<file path="config.mk">
export PLATFORM = sky130hd
export DESIGN_NAME = commutation_sequencer
export DESIGN_NICKNAME = d
export VERILOG_FILES = /design/src/rtl/commutation_sequencer.sv
export SDC_FILE = /design/constraint.sdc
export NUM_CORES = 1
export LEC_CHECK = 0
export CAP_MARGIN = 25
export CELL_PAD_IN_SITES_DETAIL_PLACEMENT = 2
export CELL_PAD_IN_SITES_GLOBAL_PLACEMENT = 2
export CORE_MARGIN = 3
export CORE_UTILIZATION = 42
export DETAILED_ROUTE_END_ITERATION = 8
export PLACE_DENSITY = 0.85
export SYNTH_ARGS = -nofsm -noshare
export SYNTH_HDL_FRONTEND = slang
export SYNTH_SLANG_ARGS = --single-unit
</file>
<file path="constraint.sdc">
create_clock -name clk -period 10.5 [get_ports clk]
set_input_delay 1.05 -clock clk [delete_from_list [all_inputs] [get_ports clk]]
set_output_delay 1.05 -clock clk [all_outputs]
set_load 0.05 [all_outputs]
</file>
<file path="src/rtl/commutation_sequencer.sv">
// Open-loop six-step commutation controller for a three-switch bridge.
// Handles alignment, direction, dynamic braking, faults and the bridge keep-alive toggle.
module commutation_sequencer #(
  parameter int unsigned PERIOD_W     = 24,
  parameter int unsigned MIN_PERIOD   = 400,
  parameter int unsigned ALIGN_CYCLES = 4000000,
  parameter int unsigned WDOG_HALF    = 262144
) (
  input  logic                clk,
  input  logic                reset_n,
  input  logic                enable,
  input  logic                dir,
  input  logic                brake,
  input  logic                fault_in,
  input  logic [PERIOD_W-1:0] period,
  input  logic                period_load,
  output logic [2:0]          sw_cmd,
  output logic                watchdog_out,
  output logic [2:0]          step_idx,
  output logic                running,
  output logic                fault
);

  localparam int unsigned ALIGN_W = (ALIGN_CYCLES > 1) ? $clog2(ALIGN_CYCLES) : 1;
  localparam int unsigned WDOG_W  = (WDOG_HALF > 1) ? $clog2(WDOG_HALF) : 1;

  localparam logic [PERIOD_W-1:0] MIN_P      = PERIOD_W'(MIN_PERIOD);
  localparam logic [ALIGN_W-1:0]  ALIGN_LAST = ALIGN_W'(ALIGN_CYCLES - 1);
  localparam logic [WDOG_W-1:0]   WDOG_LAST  = WDOG_W'(WDOG_HALF - 1);

  typedef enum logic [2:0] {
    ST_IDLE,
    ST_ALIGN,
    ST_RUN,
    ST_BRAKE,
    ST_FAULT
  } state_t;

  state_t              state;
  state_t              state_nx;
  logic [ALIGN_W-1:0]  align_cnt;
  logic [PERIOD_W-1:0] step_cnt;
  logic [PERIOD_W-1:0] shadow;
  logic [PERIOD_W-1:0] pending;
  logic                pending_vld;
  logic [WDOG_W-1:0]   wdog_cnt;

  logic                step_end;
  logic                apply_now;
  logic                wdog_active;
  logic [PERIOD_W-1:0] period_clamped;
  logic [2:0]          idx_adv;
  logic [2:0]          idx_nx;
  logic [2:0]          sw_nx;

  function automatic logic [2:0] step_pattern(input logic [2:0] idx);
    case (idx)
      3'd0:    step_pattern = 3'b100;
      3'd1:    step_pattern = 3'b110;
      3'd2:    step_pattern = 3'b010;
      3'd3:    step_pattern = 3'b011;
      3'd4:    step_pattern = 3'b001;
      3'd5:    step_pattern = 3'b101;
      default: step_pattern = 3'b111;
    endcase
  endfunction

  // Priority: fault_in, then FAULT stickiness, then !enable, then brake.
  always_comb begin
    state_nx = state;
    if (fault_in) begin
      state_nx = ST_FAULT;
    end else if (state == ST_FAULT) begin
      if (!enable) state_nx = ST_IDLE;
    end else if (!enable) begin
      state_nx = ST_IDLE;
    end else begin
      case (state)
        ST_IDLE, ST_BRAKE: state_nx = brake ? ST_BRAKE : ST_ALIGN;
        ST_ALIGN: begin
          if (brake)                       state_nx = ST_BRAKE;
          else if (align_cnt == ALIGN_LAST) state_nx = ST_RUN;
          else                             state_nx = ST_ALIGN;
        end
        ST_RUN:  state_nx = brake ? ST_BRAKE : ST_RUN;
        default: state_nx = ST_IDLE;
      endcase
    end
  end

  always_comb begin
    step_end       = (state == ST_RUN) && (state_nx == ST_RUN) &&
                     (step_cnt == (shadow - PERIOD_W'(1)));
    apply_now      = (state != ST_RUN) || step_end;
    wdog_active    = (state == ST_ALIGN) || (state == ST_RUN) || (state == ST_BRAKE);
    period_clamped = (period < MIN_P) ? MIN_P : period;

    if (dir) idx_adv = (step_idx == 3'd0) ? 3'd5 : step_idx - 3'd1;
    else     idx_adv = (step_idx == 3'd5) ? 3'd0 : step_idx + 3'd1;

    if ((state_nx == ST_ALIGN) && (state != ST_ALIGN)) idx_nx = 3'd0;
    else if (step_end)                                 idx_nx = idx_adv;
    else                                               idx_nx = step_idx;

    if ((state_nx == ST_ALIGN) || (state_nx == ST_RUN)) sw_nx = step_pattern(idx_nx);
    else                                                sw_nx = 3'b111;
  end

  // Outputs are computed from the next state so sw_cmd and step_idx update on the same edge.
  always_ff @(posedge clk or negedge reset_n) begin
    if (!reset_n) begin
      state    <= ST_IDLE;
      sw_cmd   <= '1;
      step_idx <= '0;
      running  <= 1'b0;
      fault    <= 1'b0;
    end else begin
      state    <= state_nx;
      sw_cmd   <= sw_nx;
      step_idx <= idx_nx;
      running  <= (state_nx == ST_RUN);
      fault    <= (state_nx == ST_FAULT);
    end
  end

  always_ff @(posedge clk or negedge reset_n) begin
    if (!reset_n) begin
      align_cnt <= '0;
      step_cnt  <= '0;
    end else begin
      if ((state == ST_ALIGN) && (state_nx == ST_ALIGN)) align_cnt <= align_cnt + ALIGN_W'(1);
      else                                               align_cnt <= '0;

      if ((state == ST_RUN) && (state_nx == ST_RUN))
        step_cnt <= step_end ? '0 : step_cnt + PERIOD_W'(1);
      else
        step_cnt <= '0;
    end
  end

  // A load landing on a boundary is written straight to shadow, so the ending step keeps the old length.
  always_ff @(posedge clk or negedge reset_n) begin
    if (!reset_n) begin
      shadow      <= MIN_P;
      pending     <= MIN_P;
      pending_vld <= 1'b0;
    end else if (period_load) begin
      pending <= period_clamped;
      if (apply_now) begin
        shadow      <= period_clamped;
        pending_vld <= 1'b0;
      end else begin
        pending_vld <= 1'b1;
      end
    end else if (pending_vld && apply_now) begin
      shadow      <= pending;
      pending_vld <= 1'b0;
    end
  end

  // Every state entry restarts the keep-alive phase; the first toggle lands one cycle later.
  always_ff @(posedge clk or negedge reset_n) begin
    if (!reset_n) begin
      wdog_cnt     <= '0;
      watchdog_out <= 1'b0;
    end else if (state_nx != state) begin
      wdog_cnt <= '0;
    end else if (wdog_active) begin
      wdog_cnt <= (wdog_cnt == WDOG_LAST) ? '0 : wdog_cnt + WDOG_W'(1);
      if (wdog_cnt == '0) watchdog_out <= ~watchdog_out;
    end
  end

endmodule

</file>
# --- Word level (Yosys, flattened, before mapping) ---
# Index checks and enable logic that the tools add are counted.
totals:
  regBits: 125
  latchBits: 0
  ramBits: 0
  mem_bits_ro: 0
  in_bits: 31
  out_inout_bits: 9
  wordCells: 88
  mem_count: 0
classes:
  addsub: 6
  n_mul: 0
  n_div: 0
  n_lt_le_gt_ge: 1
  n_eq_ne: 20
  shifts: 0
  n_mux: 29
  bitwise: 2
  reduce_logical: 18
ops:
  columns: ["op", "n"]
  rows:
  - ["2-to-1 mux 24 bit", 6]
  - ["2-to-1 mux 18 bit", 3]
  - ["2-to-1 mux 3 bit", 9]
  - ["adder 24 x 1 -> 24 bit, second input constant", 1]
  - ["== test 24 bit", 1]
  - ["less-than comparator 24 x 9 -> 1 bit, second input constant", 1]
  - ["subtractor 24 x 1 -> 24 bit, second input constant", 1]
  - ["adder 22 x 1 -> 22 bit, second input constant", 1]
  - ["== test 22 bit, second input constant", 1]
  - ["2-to-1 mux 22 bit", 1]
  - ["adder 18 x 1 -> 18 bit, second input constant", 1]
  - ["== test 18 bit, second input constant", 1]
  - ["zero test 18 bit", 1]
  - ["one-hot mux 3 bit (6 select lines)", 1]
  - ["== test 3 x 2 -> 1 bit, second input constant", 5]
  - ["== test 3 bit, second input constant", 5]
  - ["== test 3 x 1 -> 1 bit, second input constant", 3]
  - ["zero test 3 bit", 3]
  - ["2-to-1 mux 2 bit", 4]
  - ["one-hot mux 2 bit (3 select lines)", 1]
  - ["logical AND 1 bit", 5]
  - ["logical OR 1 bit", 4]
  - ["2-to-1 mux 1 bit", 4]
  - ["nonzero test 2 bit", 2]
  - ["other kinds (10)", 11]

# --- Longest topological paths before layout ---
# Gate-level depths: netlist of the first run.
depth:
  ltp_word: 15
  ltp_mapped: 13
  depth_no_buf: 11

# --- Worst setup path after synthesis of the first run ---
# OpenSTA, ideal clock, no wires.
synth_timing:
  kind: "input-to-reg"
  from: "input fault_in"
  to: "register shadow[10]"
  setup_time_ps: 125
  arrival_time_ps: 3277
  path_slack_ps: 7098
  path_stages: 11
  path_buffers: 2
  path_cell_list: "nor3b_1 > and2_1 > nand4_1 > a22oi_1 > nand4_1 > nor4_4 > or3_4 > o21a_1 > buf_6 > buf_12 > mux2_4"
synth_via:
  elab_chain_len: 8
synth_lines:
  columns: ["item", "line", "source"]
  rows:
  - ["start, declared", "14", "input logic fault_in,"]
  - ["2-to-1 mux 3 bit *", "71", "if (fault_in) begin"]
  - ["== test 3 x 2 -> 1 bit *", "92", "step_end = (state == ST_RUN) && (state_nx == ST_RUN) &&"]
  - ["logical AND 1 bit * (2 in series)", "92", null]
  - ["logical OR 1 bit *", "94", "apply_now = (state != ST_RUN) || step_end;"]
  - ["logical AND 1 bit", "155", "end else if (pending_vld && apply_now) begin"]
  - ["nonzero test 2 bit (no line)", null, null]
  - ["AND reduction 2 bit (no line) *", null, null]
  - ["end signal, assigned", "150", "shadow <= period_clamped;"]
  - ["end signal, assigned", "156", "shadow <= pending;"]
  - ["end, declared", "43", "logic [PERIOD_W-1:0] shadow;"]
# Every way passes the cells marked *; elsewhere a longest branch is shown, timed or not.
# A chain may end at the register's enable or synchronous reset.

# --- Worst setup path after layout of the first run ---
layout_timing:
  from: "input enable"
  to: "register step_cnt[12]"
layout_via:
  elab_chain_len: 8
layout_lines:
  columns: ["item", "line", "source"]
  rows:
  - ["start, declared", "11", "input logic enable,"]
  - ["2-to-1 mux 2 bit / 2-to-1 mux 3 bit (equally long branches)", "75, 74", null]
  - ["2-to-1 mux 3 bit *", "73", "end else if (state == ST_FAULT) begin"]
  - ["2-to-1 mux 3 bit *", "71", null]
  - ["== test 3 x 2 -> 1 bit *", "92, 134", null]
  - ["logical AND 1 bit *", "92, 134", null]
  - ["logical AND 1 bit", "92", null]
  - ["2-to-1 mux 24 bit", "135", "step_cnt <= step_end ? '0 : step_cnt + PERIOD_W'(1);"]
  - ["2-to-1 mux 24 bit *", "134", "if ((state == ST_RUN) && (state_nx == ST_RUN))"]
  - ["end signal, assigned", "135", null]
  - ["end, declared", "42", "logic [PERIOD_W-1:0] step_cnt;"]
# Marks and branches as above.

==> PnR_summary.wiki, run 1 <==
{| class="wikitable"
! Metric !! Value
|-
| Slew headroom || 36.06%
|-
| Worst hold-check path type || reg2reg
|-
| Fraction of the core area covered by cells at the end of the flow || 50.62%
|-
| Setup TNS after final layout || 0 ns
|-
| Worst-margin pin slew || 0.9591 ns
|-
| Synthesized netlist cell count || 671
|-
| Met2 track utilization from global routing || 44.16%
|-
| Clock latency at the later pin of the worst-skew pair || 0.43 ns
|-
| Stages on the worst setup path || 10
|-
| Die extent in x || 132.9 um
|-
| CP top delay family || simple AND/OR/NAND/NOR gates
|-
| F_max || 231.7 MHz
|-
| Residual DRC count || 0
|-
| Per-cell via count in the routed design || 5.792
|-
| Met1 track demand over resource in global routing || 31.40%
|-
| Pwr per Cell Area || 158.7 nW/um^2
|-
| Number of failing hold endpoints at the final stage || 0
|-
| Cell chain of the critical path || clkdlybuf4s50_1 > nor3b_1 > and2_1 > nand4_1 > a22oi_1 > nand4_1 > nor4_4 > or3_4 > nand2b_1 > nor2_1
|-
| Run status || finished, final reports clean
|-
| Avg Inst Size Synth || 10.08 sq um
|-
| Buffers from clock root to sink, at most || 2
|-
| Wire per inst || 22.43 um
|-
| Most used routing layer in global routing || met2
|-
| Hold Crit Depth || 1
|-
| Reported max-cap violation count || 0
|-
| Final-layout worst hold slack || 0.4928 ns
|-
| Die area || 17,660 sq um
|-
| Chip Height || 132.9 um
|-
| Number of antenna violations at the first check in global routing || 1
|-
| Final critical delay including setup and external delays || 4.315 ns
|-
| Leakage Power || 3.219 nW
|-
| Number of global-route vias before repair || 6,233
|-
| Commonest cells after routing, fill and taps aside || sky130_fd_sc_hd__dfrtp_1 (116), sky130_fd_sc_hd__nor2_1 (83), sky130_fd_sc_hd__nand2_1 (50)
|-
| Drt first-iter violations || 292
|-
| Final clock skew || 0.01111 ns
|-
| CP required || 10.76 ns
|-
| Diode count || 0
|-
| Share of layout cells above drive strength 1 || 12.17%
|-
| Area of the core || 15,480 sq um
|-
| Setup crit start kind || input pin
|-
| Cell row count || 45
|-
| Layout Area Growth over Synthesis || 15.87%
|-
| Starting utilization of the core area || 43.68%
|-
| Total Routing Usage GR || 25.35%
|-
| Leading cell type in the layout, fill and taps excluded || sky130_fd_sc_hd__dfrtp_1
|-
| Aggregate global routing overflow || 0
|-
| Number of storage elements in the synthesis netlist || 125
|-
| Clock tree from TritonCTS || done
|-
| Number of antenna-violating nets in the routed design || 0
|-
| Slew Limit Fails || 0
|-
| Filler cells || 1,612
|-
| Number of primary I/O pins || 40
|-
| Clock buffers created by TritonCTS || 17
|-
| Area used by multi-input combinational logic || 3416 sq um
|-
| Critical path buffer and inverter count || 1
|-
| Cell repeated most along the worst path || sky130_fd_sc_hd__nand4_1
|-
| Pin count of the biggest net entering global routing || 69
|-
| Number of enable-type register cells in the synthesized netlist || 0
|-
| Setup Buffers After CTS || 0
|-
| Worst setup path category || in2reg
|-
| Register Area || 3139 sq um
|-
| Share of the clock period used by the worst path || 41.10%
|-
| Highest ir drop seen on vdd || 110.4 uV
|-
| Count of synthesis-stage warnings from yosys || 0
|-
| Detailed Place HPWL || 13.39 mm
|-
| Quantity of hold-fixing buffers added after cts || 0
|-
| Met3 routing resource usage after global routing || 4.297%
|-
| Layout Nets || 747
|-
| Routability cong. || 0.8096
|-
| Critical Path Max Stage Delay || 0.74 ns
|-
| Via Count || 5,410
|-
| Part of the Yosys area used for sequential elements || 46.41%
|-
| Clock root buffer master || sky130_fd_sc_hd__clkbuf_16
|-
| Register clock-pin slew on the reported worst setup and hold paths || 0.06 ns
|-
| Async S/R FF share, synth || 100.0%
|-
| PortBufs || 39
|-
| Nets in the synthesized netlist || 708
|-
| Post-synthesis instance area || 6764 sq um
|-
| Global-route wire length before repair || 35.59 mm
|-
| Final setup violation count || 0
|-
| Largest driver fanout on the critical path || 24
|-
| H-tree depth reported by CTS || 4
|-
| CP arrival || 4.58 ns
|-
| Number of unique standard cell types used by synthesis || 68
|-
| Wirelength, routed || 20.95 mm
|-
| Depth of the worst register-to-register path || 11
|-
| TritonCTS sink count || 125
|-
| Setup repair after global routing missed its margin || no
|-
| Critical-path cell with the highest stage delay || sky130_fd_sc_hd__nand2b_1
|-
| CP Capture Type || flop
|-
| Post-cts repair resize count || 0
|-
| TritonRoute pass-1 iters || 4
|-
| Most used flip-flop cell after synthesis || sky130_fd_sc_hd__dfrtp_1
|}
-- routing by layer --
layer | vias to the layer above | wire [um] | part of all wire [%]
met5 | - | 17 | 0.081
met4 | 2 | 556 | 2.7
met3 | 39 | 559 | 2.7
met2 | 94 | 10820 | 52
met1 | 2827 | 8998 | 43
li1 | 2448 | - | -
-- area by class of cell --
cell class / count / area share [%]
sequential: 125 / 40.05
inverter: 20 / 0.9579
clock buffer: 25 / 6.322
multi-input combinational: 504 / 43.58
timing repair buffer: 42 / 5.236
clock inverter: 7 / 0.4789
tap: 211 / 3.368
-- per-stage QoR --
stage	cells	total power, mW	worst slack [ns]	instance area, sq um
2_1_floorplan	671	0.6399	7.098	6764
3_3_place_gp	902	0.6865	6.119	7305
3_5_place_dp	902	0.6989	5.838	7305
4_1_cts	934	1.257	6.186	7838
5_1_grt	934	1.295	5.721	7838
6_report	934	1.243	6.185	7838
-- cell usage after synthesis, types with 10 or more instances --
| cell | count | area share, % |
|---|---|---|
| sky130_fd_sc_hd__o21ai_0 | 36 | 2.7 |
| sky130_fd_sc_hd__mux2_4 | 20 | 4.4 |
| sky130_fd_sc_hd__nand3_1 | 25 | 1.8 |
| sky130_fd_sc_hd__xor2_1 | 45 | 5.8 |
| sky130_fd_sc_hd__clkbuf_1 | 15 | 0.83 |
| sky130_fd_sc_hd__xnor2_1 | 28 | 3.6 |
| sky130_fd_sc_hd__nor2b_1 | 10 | 0.92 |
| sky130_fd_sc_hd__and3_1 | 22 | 2.0 |
| sky130_fd_sc_hd__nor2_1 | 83 | 4.6 |
| sky130_fd_sc_hd__nor3_1 | 16 | 1.2 |
| sky130_fd_sc_hd__mux2_2 | 15 | 2.5 |
| sky130_fd_sc_hd__nor4_1 | 13 | 1.2 |
| sky130_fd_sc_hd__a21oi_1 | 11 | 0.81 |
| sky130_fd_sc_hd__nand2b_1 | 11 | 1.0 |
| sky130_fd_sc_hd__nand4_1 | 14 | 1.3 |
| sky130_fd_sc_hd__dfrtp_1 | 116 | 43 |
| sky130_fd_sc_hd__nand2_1 | 50 | 2.8 |
| sky130_fd_sc_hd__inv_1 | 20 | 1.1 |
-- worst paths after layout --
path | slack, ns | start | endpoint
max reg2reg | 6.24 | shadow[0]$_DFFE_PN0P_ | step_cnt[12]$_DFF_PN0_
max in group asynchronous | 8.41 | reset_n | step_cnt[21]$_DFF_PN0_
min reg2reg | 0.49 | align_cnt[0]$_DFF_PN0_ | align_cnt[0]$_DFF_PN0_
min | 0.49 | align_cnt[0]$_DFF_PN0_ | align_cnt[0]$_DFF_PN0_
max | 6.18 | enable | step_cnt[12]$_DFF_PN0_
min in group asynchronous | 0.69 | reset_n | pending[13]$_DFFE_PN0P_
-- power breakdown --
part / total, mW / internal, mW / switching [mW]
registers: 0.549 / 0.511 / 0.0383
clock network: 0.542 / 0.324 / 0.218
logic: 0.152 / 0.0682 / 0.0841
total: 1.24 / 0.903 / 0.341
-- cells by family (layout without fill, tap and decap cells) --
group           after synthesis  after routing  synth area share, %
flops                       125            125                46.41
buf+inv                      42             94                3.089
mux                          44             44                8.343
simple gates                288            288                22.49
compound gates               93             93                9.101
xor+xnor                     73             73                9.453
fa+ha+maj                     6              6                1.110
-- flip-flops by register name, summed over array words and instances, names as in the netlist --
name / flops
align_cnt: 22
fault: 1
pending: 24
pending_vld: 1
running: 1
shadow: 24
state: 3
step_cnt: 24
step_idx: 3
sw_cmd: 3
watchdog_out: 1
wdog_cnt: 18
No activity file was read; power rests on OpenSTA's default activity.
==> inputs of run 2 (changes only) <==
CORE_UTILIZATION = 39   (was 42)
PLACE_DENSITY = 0.8   (was 0.85)
clock period = 4.01 ns   (was 10.5 ns; I/O delays follow)
==> run 2 against run 1 <==
- hold slack worse by 0.44 ns
- combinational power rose to 2.6 times the previous value
- setup slack worse by 5.8 ns
- largest cell class unchanged
- clock power rose to 3.0 times the previous value
- sequential share of layout area down 0.81 points
- sequential cell count unchanged
- final area up 2.1%
- global-route usage down 3.1 points
- die area up 7.3%
==> PnR_summary.wiki, run 2 (synthesized netlist as in run 1, its figures left out) <==
{| class="wikitable"
! Metric !! Value
|-
| Final clock skew || 0.01200 ns (+0.0008841 ns)
|-
| Share of layout cells above drive strength 1 || 13.31% (+1.1 points)
|-
| TritonCTS sink count || 125 (unchanged)
|-
| Internal || 2.527 mW (+180%)
|-
| H-tree depth reported by CTS || 4 (unchanged)
|-
| Area of the core || 16,760 sq um (+8.2%)
|-
| Number of primary I/O pins || 40 (unchanged)
|-
| Quantity of hold-fixing buffers added after cts || 0 (unchanged)
|-
| Total Routing Usage GR || 22.30% (-3.1 points)
|-
| Worst setup path category || reg2reg
|-
| Diode count || 0 (unchanged)
|-
| Sequential power share || 41.9% (-2.3 points)
|-
| Post-route total power || 3.430 mW (+180%)
|-
| Number of antenna violations at the first check in global routing || 0 (-1)
|-
| Buffers from clock root to sink, at most || 2 (unchanged)
|-
| Pwr per Cell Area || 428.7 nW/um^2 (+170%)
|-
| Die area || 18,960 sq um (+7.3%)
|-
| Final setup violation count || 0 (unchanged)
|-
| CP required || 4.37 ns (-6.39 ns)
|-
| Filler cells || 1,697 (+5.3%)
|-
| R2R setup slack || 0.36 ns (-5.88 ns)
|-
| Switching Power || 0.9028 mW (+160%)
|-
| Share of the clock period used by the worst path || 90.96%
|-
| Leading cell type in the layout, fill and taps excluded || sky130_fd_sc_hd__dfrtp_1
|-
| Number of antenna-violating nets in the routed design || 0 (unchanged)
|-
| Aggregate global routing overflow || 0 (unchanged)
|-
| Final critical delay including setup and external delays || 3.648 ns
|-
| Routability cong. || 0.8945 (+10%)
|-
| Part of the total power dissipated in combinational logic || 11.6% (-0.6 points)
|-
| Setup crit start kind || flop
|-
| Clock tree from TritonCTS || done
|-
| Register clock-pin slew on the reported worst setup and hold paths || 0.06 ns (about the same)
|-
| Highest ir drop seen on vdd || 317.1 uV (+190%)
|-
| Leakage Power || 3.294 nW (+2.3%)
|-
| Registers with the highest flip-flop counts || pending (24), shadow (24), step_cnt (24)
|-
| Worst-margin pin slew || 0.9811 ns (+0.02201 ns)
|-
| Clock root buffer master || sky130_fd_sc_hd__clkbuf_16
|-
| Largest driver fanout on the critical path || 7 (-71%)
|-
| Switching share of power || 26.32% (-1.1 points)
|-
| Commonest cells after routing, fill and taps aside || sky130_fd_sc_hd__dfrtp_1 (116), sky130_fd_sc_hd__nor2_1 (83), sky130_fd_sc_hd__nand2_1 (50)
|-
| Clock network fraction of design power || 46.5% (+2.9 points)
|-
| Number of global-route vias before repair || 6,101 (-2.1%)
|-
| Via Count || 5,334 (-1.4%)
|-
| Chip Height || 137.7 um (+3.6%)
|-
| Cell count after placement || 917 (+1.7%)
|-
| Setup repair after global routing missed its margin || no
|-
| Post-route worst setup slack || 0.3625 ns (-5.822 ns)
|-
| Layout Area Growth over Synthesis || 18.26%
|-
| Wire per inst || 20.94 um (-6.7%)
|-
| Depth of the worst register-to-register path || 12 (+1)
|-
| CP arrival || 4.00 ns (-0.58 ns)
|-
| Setup slack after placement || 0.3743 ns (-5.464 ns)
|-
| Clock buffers created by TritonCTS || 17 (unchanged)
|-
| Residual DRC count || 0 (unchanged)
|-
| Per-cell via count in the routed design || 5.621 (-3.0%)
|-
| Die extent in x || 137.7 um (+3.6%)
|-
| Setup Buffers After CTS || 0 (unchanged)
|-
| Drt first-iter violations || 296 (+1.4%)
|-
| F_max || 274.2 MHz
|-
| Post-cts repair resize count || 0 (unchanged)
|-
| Global-route wire length before repair || 32.78 mm (-7.9%)
|-
| Cell row count || 47 (+4.4%)
|-
| Pin count of the biggest net entering global routing || 67 (-2.9%)
|-
| Layout Nets || 753 (+0.80%)
|-
| Reg2Reg Capture Point || sw_cmd[0]$_DFF_PN1_
|-
| Slew Limit Fails || 0 (unchanged)
|-
| Run status || finished, final reports clean
|-
| Worst hold-check path type || in2async
|-
| Setup TNS after final layout || 0 ns (unchanged)
|-
| Starting utilization of the core area || 40.36% (-3.3 points)
|-
| Number of failing hold endpoints at the final stage || 0 (unchanged)
|-
| Clock latency at the later pin of the worst-skew pair || 0.43 ns (about the same)
|-
| Wirelength, routed || 19.87 mm (-5.2%)
|-
| PortBufs || 39 (unchanged)
|-
| CP Capture Type || flop
|-
| Startpoint of the lowest-slack register-to-register path || shadow[0]$_DFFE_PN0P_
|-
| Detailed Place HPWL || 13.63 mm (+1.8%)
|-
| Reported max-cap violation count || 0 (unchanged)
|-
| Slew headroom || 34.39% (-1.7 points)
|-
| TritonRoute pass-1 iters || 4 (unchanged)
|-
| Final non-filler cell total || 949 (+1.6%)
|}
run 2: worst max path at each step:
stage,start,endpoint,slack [ns]
6_report,shadow[0]$_DFFE_PN0P_,sw_cmd[0]$_DFF_PN1_,0.36
5_1_grt,shadow[14]$_DFFE_PN0P_,sw_cmd[0]$_DFF_PN1_,0.08
4_1_cts,shadow[0]$_DFFE_PN0P_,sw_cmd[0]$_DFF_PN1_,0.37
3_5_place_dp,enable,shadow[0]$_DFFE_PN0P_,0.37
3_3_place_gp,enable,shadow[23]$_DFFE_PN0P_,0.45
2_1_floorplan,shadow[0]$_DFFE_PN0P_,shadow[10]$_DFFE_PN0P_,0.72
run 2: area by class of cell:
class	instances	area, sq um	share of cell area, %
timing repair buffer	48	493.0	6.163
tap	220	275.3	3.441
sequential	125	3139	39.25
inverter	20	75.07	0.9385
multi-input combinational	504	3416	42.70
clock inverter	12	143.9	1.799
clock buffer	20	456.7	5.709
run 2: stage by stage:
step	instance area [sq um]	hold WS, ns	utilization [%]
5_1_grt	7999	0.07694	47.73
3_3_place_gp	7398	0.4735	44.14
4_1_cts	7999	0.06984	47.73
2_1_floorplan	6764	0.1054	-
6_report	7999	0.05065	47.73
3_5_place_dp	7398	0.4884	44.14
run 2: power groups by stage:
stage	clock network, mW	logic [mW]	registers (mW)
3_3_place_gp	0	0.371	1.45
6_report	1.60	0.397	1.44
2_1_floorplan	0	0.242	1.43
5_1_grt	1.70	0.435	1.45
4_1_cts	1.63	0.402	1.44
3_5_place_dp	0	0.392	1.45
run 2: critical path, stage by stage, from the launching register on:
cell and delay, ns:
sky130_fd_sc_hd__dfrtp_1 0.44, sky130_fd_sc_hd__inv_1 0.10, sky130_fd_sc_hd__ha_1 0.24, sky130_fd_sc_hd__or4b_1 0.54, sky130_fd_sc_hd__nor4b_4 0.33, sky130_fd_sc_hd__mux2i_1 0.23
sky130_fd_sc_hd__mux2i_1 0.09, sky130_fd_sc_hd__a22oi_1 0.32, sky130_fd_sc_hd__nor4_4 0.10, sky130_fd_sc_hd__buf_4 0.18, sky130_fd_sc_hd__a221oi_1 0.50, sky130_fd_sc_hd__a21oi_1 0.19
sky130_fd_sc_hd__a211o_1 0.29
run 2: layer usage:
metal / part of all wire, % / GRT usage [%] / vias to the layer above
met1: 46 / 28.71 / 2784
met3: 2.1 / 4.091 / 19
met2: 51 / 38.37 / 63
met4: 1.1 / 6.367 / 0
met5: 0 / 0 / -
li1: - / - / 2468
